### config.mk
export PLATFORM = sky130hd
export DESIGN_NAME = ad9958_write_scheduler
export DESIGN_NICKNAME = d
export VERILOG_FILES = /design/src/rtl/ad9958_write_scheduler.sv
export SDC_FILE = /design/constraint.sdc
export NUM_CORES = 1
export LEC_CHECK = 0
export CORE_MARGIN = 1
export CORE_UTILIZATION = 43
export CTS_BUF_LIST = sky130_fd_sc_hd__clkbuf_16
export DETAILED_ROUTE_END_ITERATION = 8
export PLACE_DENSITY = 0.82
export SKIP_LAST_GASP = 1
export SYNTH_ARGS = -nofsm -noshare
export SYNTH_HDL_FRONTEND = slang
export SYNTH_SLANG_ARGS = --single-unit
### constraint.sdc
create_clock -name clock -period 3.3 [get_ports clock]
set_input_delay 0.66 -clock clock [delete_from_list [all_inputs] [get_ports clock]]
set_output_delay 0.66 -clock clock [all_outputs]
set_load 0.02 [all_outputs]
### src/rtl/ad9958_write_scheduler.sv
// Purpose : round-robin share of the four-bit SPI serializer between host (0) and sweep engine (1) register writes.
// Latency : spi_trigger 1 cycle after grant; back to IDLE the cycle after spi_busy falls (or after the io_update pulse).
// Backpressure: req_ready is offered only in IDLE, one requester per cycle; requesters hold req_valid until granted.
//
// Ports:
//   clock, reset                 system clock, synchronous active-high reset
//   req_valid/req_ready [1:0]    per-requester handshake (transfer when valid && ready)
//   req_addr [9:0]               {addr1, addr0}, 5-bit AD9958 register addresses
//   req_data [63:0]              {data1, data0}, right-justified register data
//   req_update [1:0]             per-requester: pulse io_update after the write
//   spi_busy                     serializer busy
//   spi_trigger                  one-cycle serializer start
//   spi_packs_to_send [4:0]      nibble count of the frame (4..10)
//   spi_data_input [63:0]        frame, nibble k at bits 4k+3:4k is sent k-th
//   io_update                    AD9958 IO_UPDATE pulse
//   sched_busy                   high whenever the scheduler is not IDLE
//   err_addr, err_timeout        sticky error flags, cleared by reset only
//
// Optional feature macro: AD9958_AUTO_IO_UPDATE_EN (adds the IO_UPD state and honours req_update).

module ad9958_write_scheduler #(
  parameter int BUSY_TIMEOUT    = 255,
  parameter int IO_UPDATE_WIDTH = 4
) (
  input  logic        clock,
  input  logic        reset,
  input  logic [1:0]  req_valid,
  output logic [1:0]  req_ready,
  input  logic [9:0]  req_addr,
  input  logic [63:0] req_data,
  input  logic [1:0]  req_update,
  input  logic        spi_busy,
  output logic        spi_trigger,
  output logic [4:0]  spi_packs_to_send,
  output logic [63:0] spi_data_input,
  output logic        io_update,
  output logic        sched_busy,
  output logic        err_addr,
  output logic        err_timeout
);

  localparam int TW = $clog2(BUSY_TIMEOUT + 1);

`ifdef AD9958_AUTO_IO_UPDATE_EN
  localparam int UW = (IO_UPDATE_WIDTH > 1) ? $clog2(IO_UPDATE_WIDTH) : 1;
  typedef enum logic [2:0] {S_IDLE, S_LOAD, S_WAIT_HI, S_WAIT_LO, S_IO_UPD} state_t;
`else
  typedef enum logic [2:0] {S_IDLE, S_LOAD, S_WAIT_HI, S_WAIT_LO} state_t;
`endif

  state_t          state;
  logic            prio;       // requester favoured when both are valid
  logic            lat_bad;    // latched write had an out-of-range address
  logic [TW-1:0]   hi_cnt;     // cycles since trigger while waiting for busy

`ifdef AD9958_AUTO_IO_UPDATE_EN
  logic            lat_upd;
  logic [UW-1:0]   upd_cnt;
`else
  // io_update feature compiled out; req_update is deliberately ignored.
  logic            unused_req_update;
  assign unused_req_update = ^req_update;
`endif

  // Register length in bytes; addresses above 0x18 never reach framing.
  function automatic logic [2:0] reg_len(input logic [4:0] a);
    case (a)
      5'h00:               reg_len = 3'd1;
      5'h01, 5'h03, 5'h06: reg_len = 3'd3;
      5'h02, 5'h05, 5'h07: reg_len = 3'd2;
      default:             reg_len = 3'd4;
    endcase
  endfunction

  // Instruction byte {R/W=0, 2'b00, addr} in nibbles 0/1, then the low
  // len bytes of data MSB nibble first. Left-justifying the used bytes
  // lets every data nibble come from a fixed bit position.
  function automatic logic [63:0] build_frame(input logic [4:0]  a,
                                              input logic [31:0] d,
                                              input logic [2:0]  len);
    logic [63:0] f;
    logic [31:0] ds;
    f      = '0;
    f[3:0] = {3'b000, a[4]};
    f[7:4] = a[3:0];
    ds     = d << (6'd32 - {len, 3'b000});
    for (int j = 0; j < 8; j++) begin
      if (j < 2 * int'(len)) begin
        f[4*j+8 +: 4] = ds[31-4*j -: 4];
      end
    end
    return f;
  endfunction

  // Round-robin choice among the valid requesters.
  logic [1:0]  grant;
  logic        gsel;
  logic [4:0]  sel_addr;
  logic [31:0] sel_data;
  logic        sel_upd;
  logic [2:0]  sel_len;

  always_comb begin
    gsel = 1'b0;
    if (req_valid == 2'b11) begin
      gsel = prio;
    end else begin
      gsel = req_valid[1];
    end
    grant    = (|req_valid) ? (2'b01 << gsel) : 2'b00;
    sel_addr = gsel ? req_addr[9:5]   : req_addr[4:0];
    sel_data = gsel ? req_data[63:32] : req_data[31:0];
    sel_upd  = gsel ? req_update[1]   : req_update[0];
    sel_len  = reg_len(sel_addr);
  end

  // Ready must answer valid in the same cycle, so it is decoded from the
  // registered state rather than registered itself.
  assign req_ready  = (state == S_IDLE && !reset) ? grant : 2'b00;
  assign sched_busy = (state != S_IDLE);

`ifndef AD9958_AUTO_IO_UPDATE_EN
  assign io_update = 1'b0;
  logic unused_sel_upd;
  assign unused_sel_upd = sel_upd;
`endif

  always_ff @(posedge clock) begin
    if (reset) begin
      state             <= S_IDLE;
      prio              <= 1'b0;
      lat_bad           <= 1'b0;
      hi_cnt            <= '0;
      spi_trigger       <= 1'b0;
      spi_packs_to_send <= '0;
      spi_data_input    <= '0;
      err_addr          <= 1'b0;
      err_timeout       <= 1'b0;
`ifdef AD9958_AUTO_IO_UPDATE_EN
      lat_upd           <= 1'b0;
      upd_cnt           <= '0;
      io_update         <= 1'b0;
`endif
    end else begin
      spi_trigger <= 1'b0;
      case (state)
        S_IDLE: begin
          if (|req_valid) begin
            prio  <= ~gsel;
            state <= S_LOAD;
`ifdef AD9958_AUTO_IO_UPDATE_EN
            lat_upd <= sel_upd;
`endif
            if (sel_addr > 5'h18) begin
              // Accepted but not sent; frame registers keep their old value.
              lat_bad  <= 1'b1;
              err_addr <= 1'b1;
            end else begin
              lat_bad           <= 1'b0;
              spi_data_input    <= build_frame(sel_addr, sel_data, sel_len);
              spi_packs_to_send <= 5'd2 + {1'b0, sel_len, 1'b0};
              spi_trigger       <= 1'b1;
            end
          end
        end

        S_LOAD: begin
          // Trigger is high during this cycle; it counts as cycle 0.
          hi_cnt <= TW'(1);
          state  <= lat_bad ? S_IDLE : S_WAIT_HI;
        end

        S_WAIT_HI: begin
          if (spi_busy) begin
            state <= S_WAIT_LO;
          end else if (hi_cnt >= TW'(BUSY_TIMEOUT)) begin
            err_timeout <= 1'b1;
            state       <= S_IDLE;
          end else begin
            hi_cnt <= hi_cnt + TW'(1);
          end
        end

        S_WAIT_LO: begin
          if (!spi_busy) begin
`ifdef AD9958_AUTO_IO_UPDATE_EN
            if (lat_upd) begin
              io_update <= 1'b1;
              upd_cnt   <= '0;
              state     <= S_IO_UPD;
            end else begin
              state <= S_IDLE;
            end
`else
            state <= S_IDLE;
`endif
          end
        end

`ifdef AD9958_AUTO_IO_UPDATE_EN
        S_IO_UPD: begin
          if (upd_cnt == UW'(IO_UPDATE_WIDTH - 1)) begin
            io_update <= 1'b0;
            state     <= S_IDLE;
          end else begin
            upd_cnt <= upd_cnt + UW'(1);
          end
        end
`endif

        default: state <= S_IDLE;
      endcase
    end
  end

endmodule

==> impl_metrics.json <==
{
  "outcome": "finished, final reports clean",
  "leakage_nw": 2.275,
  "synth_most_common_cell": "mux2i_1",
  "syn-cell-area_um2": 3522,
  "crit_start": "req_valid[1]",
  "max_cap_violations": 0,
  "synth-seq-cells": 56,
  "io_buffer_count": 125,
  "grt_usage_pct": 23.57,
  "final_area_um2": 5052,
  "crit_type": "in2out",
  "cts_hold_buf": 0,
  "vias_per_cell": 5.419,
  "end_kind": "output pin",
  "arrival_ps": 2520,
  "grt_pass1_vias": 3303,
  "die_w_um": 92.51,
  "synth_cells": 392,
  "register_area_um2": 1121,
  "insertion_delay_ps": 290,
  "crit_family": "buffers and inverters",
  "worstHoldStart": "spi_packs_to_send[4]",
  "hold_viol_final": 0,
  "r2r-start": "prio",
  "fin_crit_ps": 3184,
  "ant_nets": 0,
  "cp_max_fo": 39,
  "drc": 0,
  "antenna_cells": 0,
  "finClkSkew_ps": 2.491,
  "drive_gt1_share_pct": 9.623,
  "setup_tns_ps": 0,
  "cts_buffer_depth": 2,
  "yosysTopAreaCell": "dfxtp_1",
  "finalNonFillerCells": 632,
  "start_util_pct": 45.11,
  "max_stage_delay_ps": 640,
  "cpMaxStageDelayCell": "clkdlybuf4s50_1",
  "dpl.cell_count": 624,
  "path_clk_slew_ps": 70,
  "crit_buf_inv": 3,
  "place.gp.congestion": 0.8611,
  "vias": 3425,
  "worst_setup_path_start_kind": "primary input",
  "wl_per_cell_um": 16.42,
  "h-tree-depth": 2,
  "fillerInstances": 667,
  "dp.final_hpwl_um": 8030,
  "synth_edf_count": 0,
  "hold_path.class": "reg2reg",
  "synth_cell_types": 58,
  "synth-async-reset-ratio_pct": 0,
  "dieArea_um2": 8557,
  "synth-main-ff-cell": "dfxtp_1",
  "cp_cell_sequence": "clkdlybuf4s50_1 > nand2_1 > buf_6 > nor2_1 > clkdlybuf4s50_1",
  "postCtsSetupRepairBufs": 0,
  "core_area_um2": 7807,
  "power.density_nw_per_um2": 411.9,
  "cts_tree": "done",
  "fin_total_pwr_mw": 2.081,
  "area_growth_pct": 43.45,
  "drt_iter0_markers": 106,
  "die_h_um": 92.51,
  "fmax_mhz": 314.1,
  "layout.nets": 612,
  "cts_sinks": 56,
  "vdd_drop_max_mv": 0.3055,
  "cts_made_buffers": 5,
  "cts_root_buffer": "clkbuf_16",
  "grt_overflow": 0,
  "yosys_warnings": 0,
  "crit_required_ps": 2640,
  "wl_um": 10380,
  "synth.area.top_cells": "dfxtp_1 32%, mux2i_1 16%, buf_4 6.6%",
  "cp_common_cell": "clkdlybuf4s50_1",
  "period_share_pct": 96.48,
  "ys_top_cells_by_count": "57 x mux2i_1, 56 x dfxtp_1, 39 x nand2_1",
  "setup_viol": 0,
  "multiInputGateArea_um2": 2178,
  "first_pass_iters": 4,
  "rsz0062_at_grt": "false",
  "ios": 157,
  "avgSynthCellArea_um2": 8.985,
  "antenna_found_initial": 0,
  "worst_pin_slew_ps": 1181,
  "place_area_um2": 4885,
  "grt_first_pass_wirelength_um": 16060,
  "grt_max_degree": 40,
  "rows": 32,
  "synth_top_area_share_pct": 31.83,
  "cts.repair.resized": 0,
  "slew_violations": 0,
  "relSlewSlack_pct": 21.18,
  "synth_seq_area_share_pct": 31.83
}
## worst reg2reg max path: stages (launching register included)
cell and delay, ps:
dfxtp_1 330, nand2b_1 160, nand2_1 150, mux2_2 400, ha_1 220, inv_1 120
nor3_2 70, nor4bb_1 520, buf_4 260, a22o_1 140, a31o_1 90
## path summary, 6_finish.rpt
kind | cells past startpoint | slack [ps] | end
setup / recovery | 5 | 120 | req_ready[1]
setup reg to reg | 10 | 770 | spi_data_input[15]
hold / removal | 1 | 460 | spi_packs_to_send[4]
hold reg to reg | 1 | 460 | spi_packs_to_send[4]
## layout make-up
type | instances | share of cell area [%]
sequential | 56 | 22.19
inverter | 5 | 0.3715
multi-input combinational | 311 | 43.12
clock buffer | 5 | 2.476
timing repair buffer | 150 | 28.55
tap | 102 | 2.526
clock inverter | 3 | 0.7677
## registers in the layout (all words and copies together), names as in the netlist, 2 cells and up
register / cells
state: 2
hi_cnt: 8
spi_data_input: 37
spi_packs_to_send: 4
## cells in the final DEF, fill, tap and decap left out, types with 3 or more instances in the layout
master | synthesis | final
a21oi_1 | 8 | 8
a221o_1 | 15 | 15
a22o_1 | 14 | 14
a311oi_1 | 5 | 5
and2_0 | 3 | 3
and2_1 | 8 | 8
buf_4 | 31 | 24
clkbuf_16 | 0 | 5
clkdlybuf4s50_1 | 0 | 125
conb_1 | 1 | 29
dfxtp_1 | 56 | 56
inv_1 | 5 | 6
mux2_1 | 3 | 3
mux2_2 | 3 | 3
mux2i_1 | 57 | 57
nand2_1 | 39 | 39
nand2b_1 | 5 | 5
nand3_1 | 17 | 17
nand4_1 | 4 | 4
nor2_1 | 32 | 30
nor2_2 | 1 | 3
nor2b_1 | 4 | 4
o211a_1 | 5 | 5
o21ai_0 | 8 | 8
o21ai_1 | 3 | 3
xnor2_1 | 5 | 5
xor2_1 | 6 | 6
## kinds of logic (layout without fill, tap and decap cells)
logic type	count (synthesis)	in the layout	share of synthesized area, %
compound gates	74	74	17.48
xor+xnor	12	12	3.517
fa+ha+maj	2	2	0.7104
buf+inv	53	163	9.449
flops	56	56	31.83
mux	63	63	18.12
other cells	1	29	0.1065
simple gates	131	131	18.79
## layer usage
metal	GRT usage, %	vias to the layer above	wire length [µm]
met5	0	-	0
met2	42.59	159	5029
li1	-	1640	-
met1	28.51	1611	4363
met3	4.023	15	805
met4	6.510	0	180
## through the flow
| stage | setup slack [ps] | util [%] | hold slack, ps |
|---|---|---|---|
| floorplan | 556.0 | - | 441.0 |
| CTS | 99.46 | 64.66 | 459.0 |
| detailed placement | 4.235 | 62.56 | 446.4 |
| global route | 23.10 | 64.71 | 470.5 |
| finish | 116.1 | 64.71 | 455.9 |
| global placement | 99.19 | 62.56 | 441.1 |
## power by group
part / internal (mW) / leakage, nW / total, mW / switching (mW)
clock: 0.354 / 0.0850 / 0.584 / 0.230
sequential: 0.737 / 0.457 / 0.774 / 0.0378
combinational: 0.343 / 1.73 / 0.722 / 0.380
total: 1.43 / 2.28 / 2.08 / 0.647
Power figures use the tool's default switching activity.
